`src/rtl/frac_baud_gen_pkg.sv`:
```
// Shared UART SoC clocking defaults and the helper that derives the oversample index width.
package frac_baud_gen_pkg;

  localparam int unsigned DivWDefault   = 16;
  localparam int unsigned FracWDefault  = 4;
  localparam int unsigned OsRateDefault = 16;

  function automatic int unsigned os_width(input int unsigned os_rate);
    return (os_rate > 1) ? $clog2(os_rate) : 1;
  endfunction

endpackage

```
`src/rtl/frac_baud_gen_if.sv`:
```
// Control/status bundle between the UART TX/RX (master) and the baud generator (slave).
interface frac_baud_gen_if
  import frac_baud_gen_pkg::*;
#(
  parameter int unsigned DIV_W  = DivWDefault,
  parameter int unsigned FRAC_W = FracWDefault,
  parameter int unsigned OS_W   = os_width(OsRateDefault)
);

  logic              enable;
  logic              restart;
  logic [DIV_W-1:0]  div_int;
  logic [FRAC_W-1:0] div_frac;
  logic              div_load;
  logic              tick_os;
  logic              tick_bit;
  logic [OS_W-1:0]   os_phase;
  logic              clk_out;
  logic              cfg_err;

  modport master (
    output enable, restart, div_int, div_frac, div_load,
    input  tick_os, tick_bit, os_phase, clk_out, cfg_err
  );

  modport slave (
    input  enable, restart, div_int, div_frac, div_load,
    output tick_os, tick_bit, os_phase, clk_out, cfg_err
  );

endinterface

```
`src/rtl/frac_baud_gen_frac_div_core.sv`:
```
// Fractional divider: shadow/active divisor, period counter and fractional accumulator.
// Produces a registered oversample tick plus the combinational boundary it is derived from.
module frac_baud_gen_frac_div_core #(
  parameter int unsigned DIV_W  = 16,
  parameter int unsigned FRAC_W = 4
) (
  input  logic              clk_i,
  input  logic              rst_ni,
  input  logic              enable_i,
  input  logic              restart_i,
  input  logic [DIV_W-1:0]  div_int_i,
  input  logic [FRAC_W-1:0] div_frac_i,
  input  logic              div_load_i,
  output logic              boundary_o,
  output logic              tick_os_o,
  output logic              cfg_err_o
);

  logic [DIV_W-1:0]  shd_int_q, shd_int_d, act_int_q, act_int_d, cnt_q, cnt_d;
  logic [FRAC_W-1:0] shd_frac_q, shd_frac_d, act_frac_q, act_frac_d, acc_q, acc_d;
  logic              carry_q, carry_d, pend_q, pend_d, tick_q, tick_d, cfg_err_q, cfg_err_d;
  logic [DIV_W:0]    period;
  logic [FRAC_W:0]   acc_sum;
  logic              bad, boundary, apply;

  always_comb begin
    period   = {1'b0, act_int_q} + {{DIV_W{1'b0}}, carry_q};
    acc_sum  = {1'b0, acc_q} + {1'b0, act_frac_q};
    bad      = act_int_q < DIV_W'(2);
    // >= rather than == so a divisor shrunk mid-period cannot strand cnt above P-1
    boundary = enable_i & ~restart_i & ~bad & ({1'b0, cnt_q} >= period - (DIV_W + 1)'(1));
    apply    = boundary | ~enable_i | restart_i | bad;

    shd_int_d  = div_load_i ? div_int_i : shd_int_q;
    shd_frac_d = div_load_i ? div_frac_i : shd_frac_q;
    act_int_d  = act_int_q;
    act_frac_d = act_frac_q;
    if (apply && (pend_q || div_load_i)) begin
      act_int_d  = shd_int_d;
      act_frac_d = shd_frac_d;
    end
    pend_d = (pend_q | div_load_i) & ~apply;

    cnt_d   = cnt_q;
    acc_d   = acc_q;
    carry_d = carry_q;
    tick_d  = 1'b0;
    if (restart_i) begin
      cnt_d   = '0;
      acc_d   = '0;
      carry_d = 1'b0;
    end else if (boundary) begin
      cnt_d            = '0;
      {carry_d, acc_d} = acc_sum;
      tick_d           = 1'b1;
    end else if (enable_i && !bad) begin
      cnt_d = cnt_q + DIV_W'(1);
    end

    cfg_err_d = enable_i & (act_int_d < DIV_W'(2));
  end

  always_ff @(posedge clk_i or negedge rst_ni) begin
    if (!rst_ni) begin
      shd_int_q  <= '0;
      shd_frac_q <= '0;
      act_int_q  <= '0;
      act_frac_q <= '0;
      pend_q     <= 1'b0;
      cnt_q      <= '0;
      acc_q      <= '0;
      carry_q    <= 1'b0;
      tick_q     <= 1'b0;
      cfg_err_q  <= 1'b0;
    end else begin
      shd_int_q  <= shd_int_d;
      shd_frac_q <= shd_frac_d;
      act_int_q  <= act_int_d;
      act_frac_q <= act_frac_d;
      pend_q     <= pend_d;
      cnt_q      <= cnt_d;
      acc_q      <= acc_d;
      carry_q    <= carry_d;
      tick_q     <= tick_d;
      cfg_err_q  <= cfg_err_d;
    end
  end

  assign boundary_o = boundary;
  assign tick_os_o  = tick_q;
  assign cfg_err_o  = cfg_err_q;

endmodule

```
`src/rtl/frac_baud_gen.sv`:
```
// Fractional baud generator: oversample tick, bit tick, oversample phase and 50% bit clock.
module frac_baud_gen
  import frac_baud_gen_pkg::*;
#(
  parameter int unsigned DIV_W   = DivWDefault,
  parameter int unsigned FRAC_W  = FracWDefault,
  parameter int unsigned OS_RATE = OsRateDefault
) (
  input  logic            clk_in,
  input  logic            reset_n,
  frac_baud_gen_if.slave  bus
);

  localparam int unsigned OS_W = os_width(OS_RATE);
  localparam int unsigned Half = OS_RATE / 2;

  logic            boundary;
  logic [OS_W-1:0] os_phase_q, os_phase_d;
  logic            tick_bit_q, tick_bit_d, clk_out_q, clk_out_d;

  frac_baud_gen_frac_div_core #(
    .DIV_W  (DIV_W),
    .FRAC_W (FRAC_W)
  ) u_core (
    .clk_i      (clk_in),
    .rst_ni     (reset_n),
    .enable_i   (bus.enable),
    .restart_i  (bus.restart),
    .div_int_i  (bus.div_int),
    .div_frac_i (bus.div_frac),
    .div_load_i (bus.div_load),
    .boundary_o (boundary),
    .tick_os_o  (bus.tick_os),
    .cfg_err_o  (bus.cfg_err)
  );

  // Phase/clock updates use the boundary so they land on the same edge as tick_os.
  always_comb begin
    os_phase_d = os_phase_q;
    clk_out_d  = clk_out_q;
    tick_bit_d = 1'b0;
    if (bus.restart) begin
      os_phase_d = '0;
      clk_out_d  = 1'b0;
    end else if (boundary) begin
      if (os_phase_q == OS_W'(OS_RATE - 1)) begin
        os_phase_d = '0;
        tick_bit_d = 1'b1;
        clk_out_d  = 1'b1;
      end else begin
        os_phase_d = os_phase_q + OS_W'(1);
        if (os_phase_q == OS_W'(Half - 1)) begin
          clk_out_d = 1'b0;
        end
      end
    end
  end

  always_ff @(posedge clk_in or negedge reset_n) begin
    if (!reset_n) begin
      os_phase_q <= '0;
      tick_bit_q <= 1'b0;
      clk_out_q  <= 1'b0;
    end else begin
      os_phase_q <= os_phase_d;
      tick_bit_q <= tick_bit_d;
      clk_out_q  <= clk_out_d;
    end
  end

  assign bus.os_phase = os_phase_q;
  assign bus.tick_bit = tick_bit_q;
  assign bus.clk_out  = clk_out_q;

endmodule
```
`src/flat_wrapper.sv`:
```
// flat-port wrapper written by rule: the top's interface ports become plain ports
module frac_baud_gen_flat import frac_baud_gen_pkg::*;
#(
  parameter int unsigned DIV_W   = DivWDefault,
  parameter int unsigned FRAC_W  = FracWDefault,
  parameter int unsigned OS_RATE = OsRateDefault
)
  (clk_in, reset_n, bus_enable, bus_restart, bus_div_int, bus_div_frac, bus_div_load, bus_tick_os, bus_tick_bit, bus_os_phase, bus_clk_out, bus_cfg_err);
  frac_baud_gen_if #(.DIV_W(DIV_W), .FRAC_W(FRAC_W)) bus_i ();
  input  logic clk_in;
  input  logic reset_n;
  input wire logic [$bits(bus_i.enable)-1:0] bus_enable;
  input wire logic [$bits(bus_i.restart)-1:0] bus_restart;
  input wire logic [$bits(bus_i.div_int)-1:0] bus_div_int;
  input wire logic [$bits(bus_i.div_frac)-1:0] bus_div_frac;
  input wire logic [$bits(bus_i.div_load)-1:0] bus_div_load;
  output wire logic [$bits(bus_i.tick_os)-1:0] bus_tick_os;
  output wire logic [$bits(bus_i.tick_bit)-1:0] bus_tick_bit;
  output wire logic [$bits(bus_i.os_phase)-1:0] bus_os_phase;
  output wire logic [$bits(bus_i.clk_out)-1:0] bus_clk_out;
  output wire logic [$bits(bus_i.cfg_err)-1:0] bus_cfg_err;
  assign bus_i.enable = bus_enable;
  assign bus_i.restart = bus_restart;
  assign bus_i.div_int = bus_div_int;
  assign bus_i.div_frac = bus_div_frac;
  assign bus_i.div_load = bus_div_load;
  assign bus_tick_os = bus_i.tick_os;
  assign bus_tick_bit = bus_i.tick_bit;
  assign bus_os_phase = bus_i.os_phase;
  assign bus_clk_out = bus_i.clk_out;
  assign bus_cfg_err = bus_i.cfg_err;
  frac_baud_gen #(.DIV_W(DIV_W), .FRAC_W(FRAC_W), .OS_RATE(OS_RATE)) u_core (.clk_in(clk_in), .reset_n(reset_n), .bus(bus_i));
endmodule
```
`config.mk`:
```
export PLATFORM = sky130hd
export DESIGN_NAME = frac_baud_gen_flat
export DESIGN_NICKNAME = d
export VERILOG_FILES = /design/src/rtl/frac_baud_gen_pkg.sv /design/src/rtl/frac_baud_gen_if.sv /design/src/rtl/frac_baud_gen_frac_div_core.sv /design/src/rtl/frac_baud_gen.sv /design/src/flat_wrapper.sv
export SDC_FILE = /design/constraint.sdc
export NUM_CORES = 1
export LEC_CHECK = 0
export BUFFER_PORTS_ARGS = -buffer_cell sky130_fd_sc_hd__buf_2
export CAP_MARGIN = 20
export CORE_MARGIN = 10
export CORE_UTILIZATION = 50
export CTS_BUF_LIST = sky130_fd_sc_hd__clkbuf_8
export CTS_CLUSTER_SIZE = 12
export DETAILED_ROUTE_END_ITERATION = 10
export PLACE_DENSITY = 0.74
export SLEW_MARGIN = 20
export SYNTH_ARGS = -nofsm -noshare
export SYNTH_HDL_FRONTEND = slang
export SYNTH_SLANG_ARGS = --single-unit
```
`constraint.sdc`:
```
create_clock -name clk_in -period 3.5 [get_ports clk_in]
set_input_delay 0.35 -clock clk_in [delete_from_list [all_inputs] [get_ports clk_in]]
set_output_delay 0.35 -clock clk_in [all_outputs]
set_load 0.02 [all_outputs]
```
After elaboration in Yosys (flattened, before gate mapping):

Cells that the tools add are included.

* bits of input ports: 25
* flip-flop bits (word level): 70
* output and inout bits: 8

* $lt $le $gt $ge: 3
* multiplexer cells: 22
* $add $sub $neg: 5
* reductions and logical operators: 8
* eq/ne operators: 2
* bitwise gates (word level): 13

Operator list (number)
* $mux 16: 5
* $lt 16x2->1 const B: 2
* $mux 4: 6
* $add 16x1->17: 1
* $ge 16x17->1: 1
* $sub 17x1->17 const B: 1
* $add 16x1->16 const B: 1
* $mux 1: 11
* $reduce_bool 3->1: 2
* $add 4x4->5: 1
* $and 1x1->1: 5
* $add 4x1->4 const B: 1
* $eq 4x3->1 const B: 1
* $eq 4x4->1 const B: 1
* $not 1->1: 4
* $or 1x1->1: 4
* $logic_and 1x1->1: 2
* $reduce_and 2->1: 1
* $reduce_bool 2->1: 1
* $logic_not 1->1: 1
* $logic_or 1x1->1: 1

Longest topological paths before layout:

* word-level depth: 11
* gate-level depth with buffers: 16

Cells and area by module:

Synthesis repeated with hierarchy kept, for this count alone.

* cell total of the unflattened synthesis: 343
* area total of the unflattened synthesis: 3861.2 um^2

Modules (own cells, without submodules)
* frac_baud_gen_frac_div_core: cells each 317, times used 1, area an instance 3590.9 um^2
* frac_baud_gen: cells each 26, times used 1, area an instance 270.3 um^2

Worst setup path before layout:

Ideal clock, no wire load.

* kind: register to register
* start point: register u_core.u_core.act_int_q[9]
* end point: register u_core.u_core.act_frac_q[0]
* setup slack: -0.303 ns
* required time: 3.375 ns
* data arrival time: 3.678 ns
* path buffers: 3
* clock period less this slack: 3.803 ns
* setup time: 0.125 ns
* cell stages (with the launch flop): 16
* cell sequence: dfrtp_1 or4_4 or3_1 buf_2 nor3_1 xnor2_1 ha_1 nand3_1 nor3_1 nand4_1 o21a_1 or2_2 buf_4 a21oi_2 buf_6 mux2_4

* word-level cells in the longest chain between the ends: 8
* elaborated cells on any way between the ends: 11
* classes of those cells: add/sub: 2; order compare: 2; bitwise: 6; reduce/logical: 1

Ends and longest elaborated chain
* start, declared: RTL line frac_baud_gen_frac_div_core.sv:19 `logic [DIV_W-1:0] shd_int_q, shd_int_d, act_int_q, act_int_d, cnt_q, cnt_d;`
* start signal, assigned: RTL line frac_baud_gen_frac_div_core.sv:78 `act_int_q <= act_int_d;`
* $add 16x1->17 or $lt 16x2->1 (tied branches): RTL line frac_baud_gen_frac_div_core.sv:27, frac_baud_gen_frac_div_core.sv:29
* $sub 17x1->17 or $not 1->1 (tied branches): RTL line frac_baud_gen_frac_div_core.sv:31 `boundary = enable_i & ~restart_i & ~bad & ({1'b0, cnt_q} >= period - (DIV_W + 1)'(1));`
* $ge 16x17->1 or $and 1x1->1 (tied branches): RTL line frac_baud_gen_frac_div_core.sv:31
* $and 1x1->1: RTL line frac_baud_gen_frac_div_core.sv:31
* $or 1x1->1 (2 in a row): RTL line frac_baud_gen_frac_div_core.sv:32 `apply = boundary | ~enable_i | restart_i | bad;`
* $or 1x1->1 (*): RTL line frac_baud_gen_frac_div_core.sv:32
* $logic_and 1x1->1 (*): RTL line frac_baud_gen_frac_div_core.sv:38 `if (apply && (pend_q || div_load_i)) begin`
* end signal, assigned: RTL line frac_baud_gen_frac_div_core.sv:79 `act_frac_q <= act_frac_d;`
* end, declared: RTL line frac_baud_gen_frac_div_core.sv:20 `logic [FRAC_W-1:0] shd_frac_q, shd_frac_d, act_frac_q, act_frac_d, acc_q, acc_d;`

Every way passes the cells marked *; elsewhere a longest branch is shown, timed or not.
A chain may end at the register's enable or synchronous reset.

Final worst setup path:

* start point: register u_core.u_core.act_int_q[2]
* end point: register u_core.u_core.cnt_q[13]

* word-level cells in the longest chain between the ends: 6
* elaborated cells on any way between the ends: 12
* classes of those cells: add/sub: 2; order compare: 2; mux: 2; bitwise: 3; reduce/logical: 3

Ends and longest elaborated chain
* $add 16x1->17 or $lt 16x2->1 (tied branches): RTL line frac_baud_gen_frac_div_core.sv:27, frac_baud_gen_frac_div_core.sv:29
* $sub 17x1->17 or $not 1->1 (tied branches): RTL line frac_baud_gen_frac_div_core.sv:31
* $ge 16x17->1 or $and 1x1->1 (tied branches): RTL line frac_baud_gen_frac_div_core.sv:31
* $and 1x1->1: RTL line frac_baud_gen_frac_div_core.sv:31
* $mux 16: RTL line frac_baud_gen_frac_div_core.sv:52 `end else if (boundary) begin`
* $mux 16: RTL line frac_baud_gen_frac_div_core.sv:48 `if (restart_i) begin`
* end signal, assigned: RTL line frac_baud_gen_frac_div_core.sv:81 `cnt_q <= cnt_d;`
* end, declared: RTL line frac_baud_gen_frac_div_core.sv:19

Parallel ways exist; a longest one is shown, timed or not.

==> summary.md <==
| Metric | Value |
|---|---|
| Remaining DRCs | `0` |
| R2R Path Start | `u_core.u_core.act_int_q[2]` |
| Sequential share of the synthesized area | `45.5%` |
| Most frequent cells in the layout | `dfrtp_1, buf_2, nand2_1` |
| Req. time, crit path | `3.74 ns` |
| PnR Total Power | `2.02 mW` |
| Crit-path max FO | `6` |
| Tmin final | `3.63 ns` |
| Share of cells above drive strength 1 | `36.4%` |
| TritonCTS clock tree | `built` |
| Hold buffers post-CTS | `0` |
| Top Family by Delay on Critical Path | `simple AND/OR/NAND/NOR gates` |
| Max Clock Freq | `275 MHz` |
| DRT Pass-1 Iters | `4` |
| ANT cells | `0` |
| Failing checks | `setup timing` |
| Cell area after layout | `4710 µm²` |
| Slew Viols, Final | `0` |
| Tcrit/Tclk final | `104%` |
| Worst Path Arrival | `3.88 ns` |
| Starting Density | `52.2%` |
| Post-synth cell types | `46` |
| Pwr Density | `428 nW/µm²` |
| Commonest register cell after synthesis | `dfrtp_1` |
| YS warnings | `0` |
| Filler cell count | `561` |
| Flop-to-flop setup slack | `-0.13 ns` |
| DRT antenna net count | `0` |
| Slew @ Worst Pin | `0.869 ns` |
| Final setup viols | `26` |
| Setup ws final | `-0.133 ns` |
| Hpwl dp | `5980 µm` |
| Yosys reg bits | `70` |
| Max-cap check violation count | `0` |
| Critical path's slowest cell | `or4_4` |
| Largest cells by area after synthesis | `dfrtp_1, ha_1, mux2_4, mux2_2, xnor2_1` |
| RR Endpoint | `u_core.u_core.cnt_q[13]` |
| Gr ovfl total | `0` |
| Cell area after synthesis | `3850 µm²` |
| Worst rel slew slack | `41.9%` |
| Most common cell after layout, fill and taps aside | `dfrtp_1` |
| Ys async rst share | `100%` |
| CP most frequent cell | `nor3_4` |
| Fin. Hold Viols | `0` |
| CP peak stage delay | `0.56 ns` |
| CP Launch Type | `flop` |
| CTS clk-pin slew, worst paths | `0.07 ns` |
| Buf+Inv Stages, Crit Path | `2` |
| Synth top area share | `45.5%` |
| Die width | `108 µm` |
| Worst Skew | `0.0108 ns` |
| Register area | `1750 µm²` |
| Max clock buf depth | `2` |
| Area delta synth->final | `22.5%` |
| Via density | `5.65` |
| Skew-Pair Late Insertion Delay | `0.36 ns` |
| Crit Path Class | `flop to flop` |
| Vias in the first global route | `3026` |
| Die Y | `108 µm` |
| Area leader, netlist | `dfrtp_1` |
| Multi-input gate area | `2160 µm²` |
| TritonCTS Buffers | `9` |
| Die area | `11600 µm²` |
| First-pass GRT wire length | `14500 µm` |
| Routed wire length | `8800 µm` |
| Core area | `7370 µm²` |
| Largest net degree at the start of global routing | `71` |
| CTS Root Cell | `clkbuf_8` |
| PortBufs | `32` |
| DRT iter0 DRCs | `184` |
| GP Congestion | `0.824` |
| DR WL/cell | `17.2 µm` |
| H-tree Lvls | `3` |
| # nets final | `457` |
| I/O pins | `33` |
| Post-synth EDFFs | `0` |
| All-Layer GR Usage | `15.5%` |
| Hold_ws | `0.173 ns` |
| VDD IR max | `0.344 mV` |
| Status | `finished, violations left` |
| Critical path cell sequence | `or4_4 -> nor3_4 -> nand2_2 -> nor2_1 -> xnor2_1 -> ha_1 -> nand2_1 -> nor3_4 -> nand4_1 -> o21a_1 -> or2_4 -> buf_4 -> buf_6 -> a31o_2 -> a22o_1` |
| Clk sinks | `70` |
| Placed Area | `4290 µm²` |
| Leakage Power | `2.11 nW` |
| Cells after Synth | `346` |
| Core Rows | `31` |
| Vias | `2888` |
| R2R depth | `15` |
| Unrepaired setup endpoints after global routing | `true` |
| Net Count, Synth | `396` |
| Critical Path End Type | `flop` |
| Worst min path class | `input port to async pin` |
| Initial antenna violation count | `0` |
| Syn avg cell area | `11.1 µm²` |
| Crit path from | `u_core.u_core.act_int_q[2]` |
==> power by group <==
group	internal [mW]	switching (mW)	leakage (nW)	total [mW]
Combinational	0.226	0.208	1.12	0.433
Clock	0.341	0.300	0.110	0.641
Sequential	0.880	0.0613	0.886	0.941
==> cells in the mapped netlist, drive strengths merged (2+ instances only) <==
master	instances
nand2	33
clkbuf	6
nor3	18
o21ai	11
nor2b	2
mux2i	3
o31ai	5
nand4	6
a22o	3
or3	5
xnor2	19
xor2	2
mux2	40
o211ai	2
a31o	3
nand3	15
or4	4
a211oi	2
nor2	16
buf	6
a31oi	7
a21o	3
and4	3
inv	9
and2	4
ha	24
a21oi	7
or2	3
dfrtp	70
nor4	8
==> registers in the layout, indices dropped and copies added (netlist names) <==
signal and flops:
u_core.u_core.act_int_q 16, u_core.u_core.cnt_q 16, u_core.u_core.shd_int_q 16, u_core.bus.os_phase 4
u_core.u_core.acc_q 4, u_core.u_core.act_frac_q 4, u_core.u_core.shd_frac_q 4, u_core.bus.clk_out 1
u_core.bus.tick_bit 1, u_core.u_core.carry_q 1, u_core.u_core.cfg_err_o 1, u_core.u_core.pend_q 1
u_core.u_core.tick_os_o 1
==> worst max path at each step <==
stage / end / slack, ns / cells after the start
after floorplan: u_core.u_core.act_frac_q[0] / -0.05 / 15
after global placement: u_core.u_core.act_int_q[8] / 0.01 / 14
after detailed placement: u_core.u_core.act_int_q[10] / -0.05 / 14
after CTS: u_core.u_core.act_int_q[5] / -0.06 / 14
after global routing: u_core.u_core.act_int_q[5] / -0.29 / 15
final: u_core.u_core.cnt_q[13] / -0.13 / 15
==> kinds of logic (layout without fill, tap and decap cells) <==
logic type               Yosys count  count (layout)  synth area share, %
AO/OA/AOI/OAI                     47              47                 8.52
XOR/XNOR                          21              21                 4.78
AND/OR/NAND/NOR                  119             119                 15.7
buffers and inverters             21              87                 2.63
flip-flops                        70              70                 45.5
adder cells (fa/ha/maj)           25              25                 8.33
multiplexers                      43              43                 14.4
==> per-layer routing <==
metal / track usage [%] / part of all wire (%) / wire, µm
met3: 3.59 / 4.0 / 352
met5: 0 / 0 / 0
met1: 19.5 / 44 / 3910
met4: 6.49 / 1.9 / 166
met2: 25.1 / 50 / 4370
==> final cells by class <==
cell class | instances | share of cell area [%]
sequential | 70 | 37.2
clock inverter | 6 | 1.17
multi-input combinational | 255 | 45.9
inverter | 9 | 0.717
timing repair buffer | 62 | 9.51
tap | 99 | 2.63
clock buffer | 10 | 2.92
==> metrics by stage <==
stage	TNS (ns)	instances	util, %	setup slack (ns)
2_1_floorplan	-1.06	346	-	-0.0526
3_3_place_gp	0	486	58.2	0.0109
3_5_place_dp	-0.892	486	58.2	-0.0522
4_1_cts	-0.561	508	62.3	-0.0598
5_1_grt	-7.36	511	63.9	-0.286
6_report	-2.23	511	63.9	-0.133
==> timing repair <==
| item | 4_1_cts | 5_1_grt |
|---|---|---|
| gates cloned | 1 | 0 |
| setup buffers | 5 | 5 |
| setup endpoints to repair | 21 | 48 |
| pin swaps | 1 | 12 |
| gates resized for setup | 8 | 27 |
Note: power is estimated with default switching activity, not from simulation.
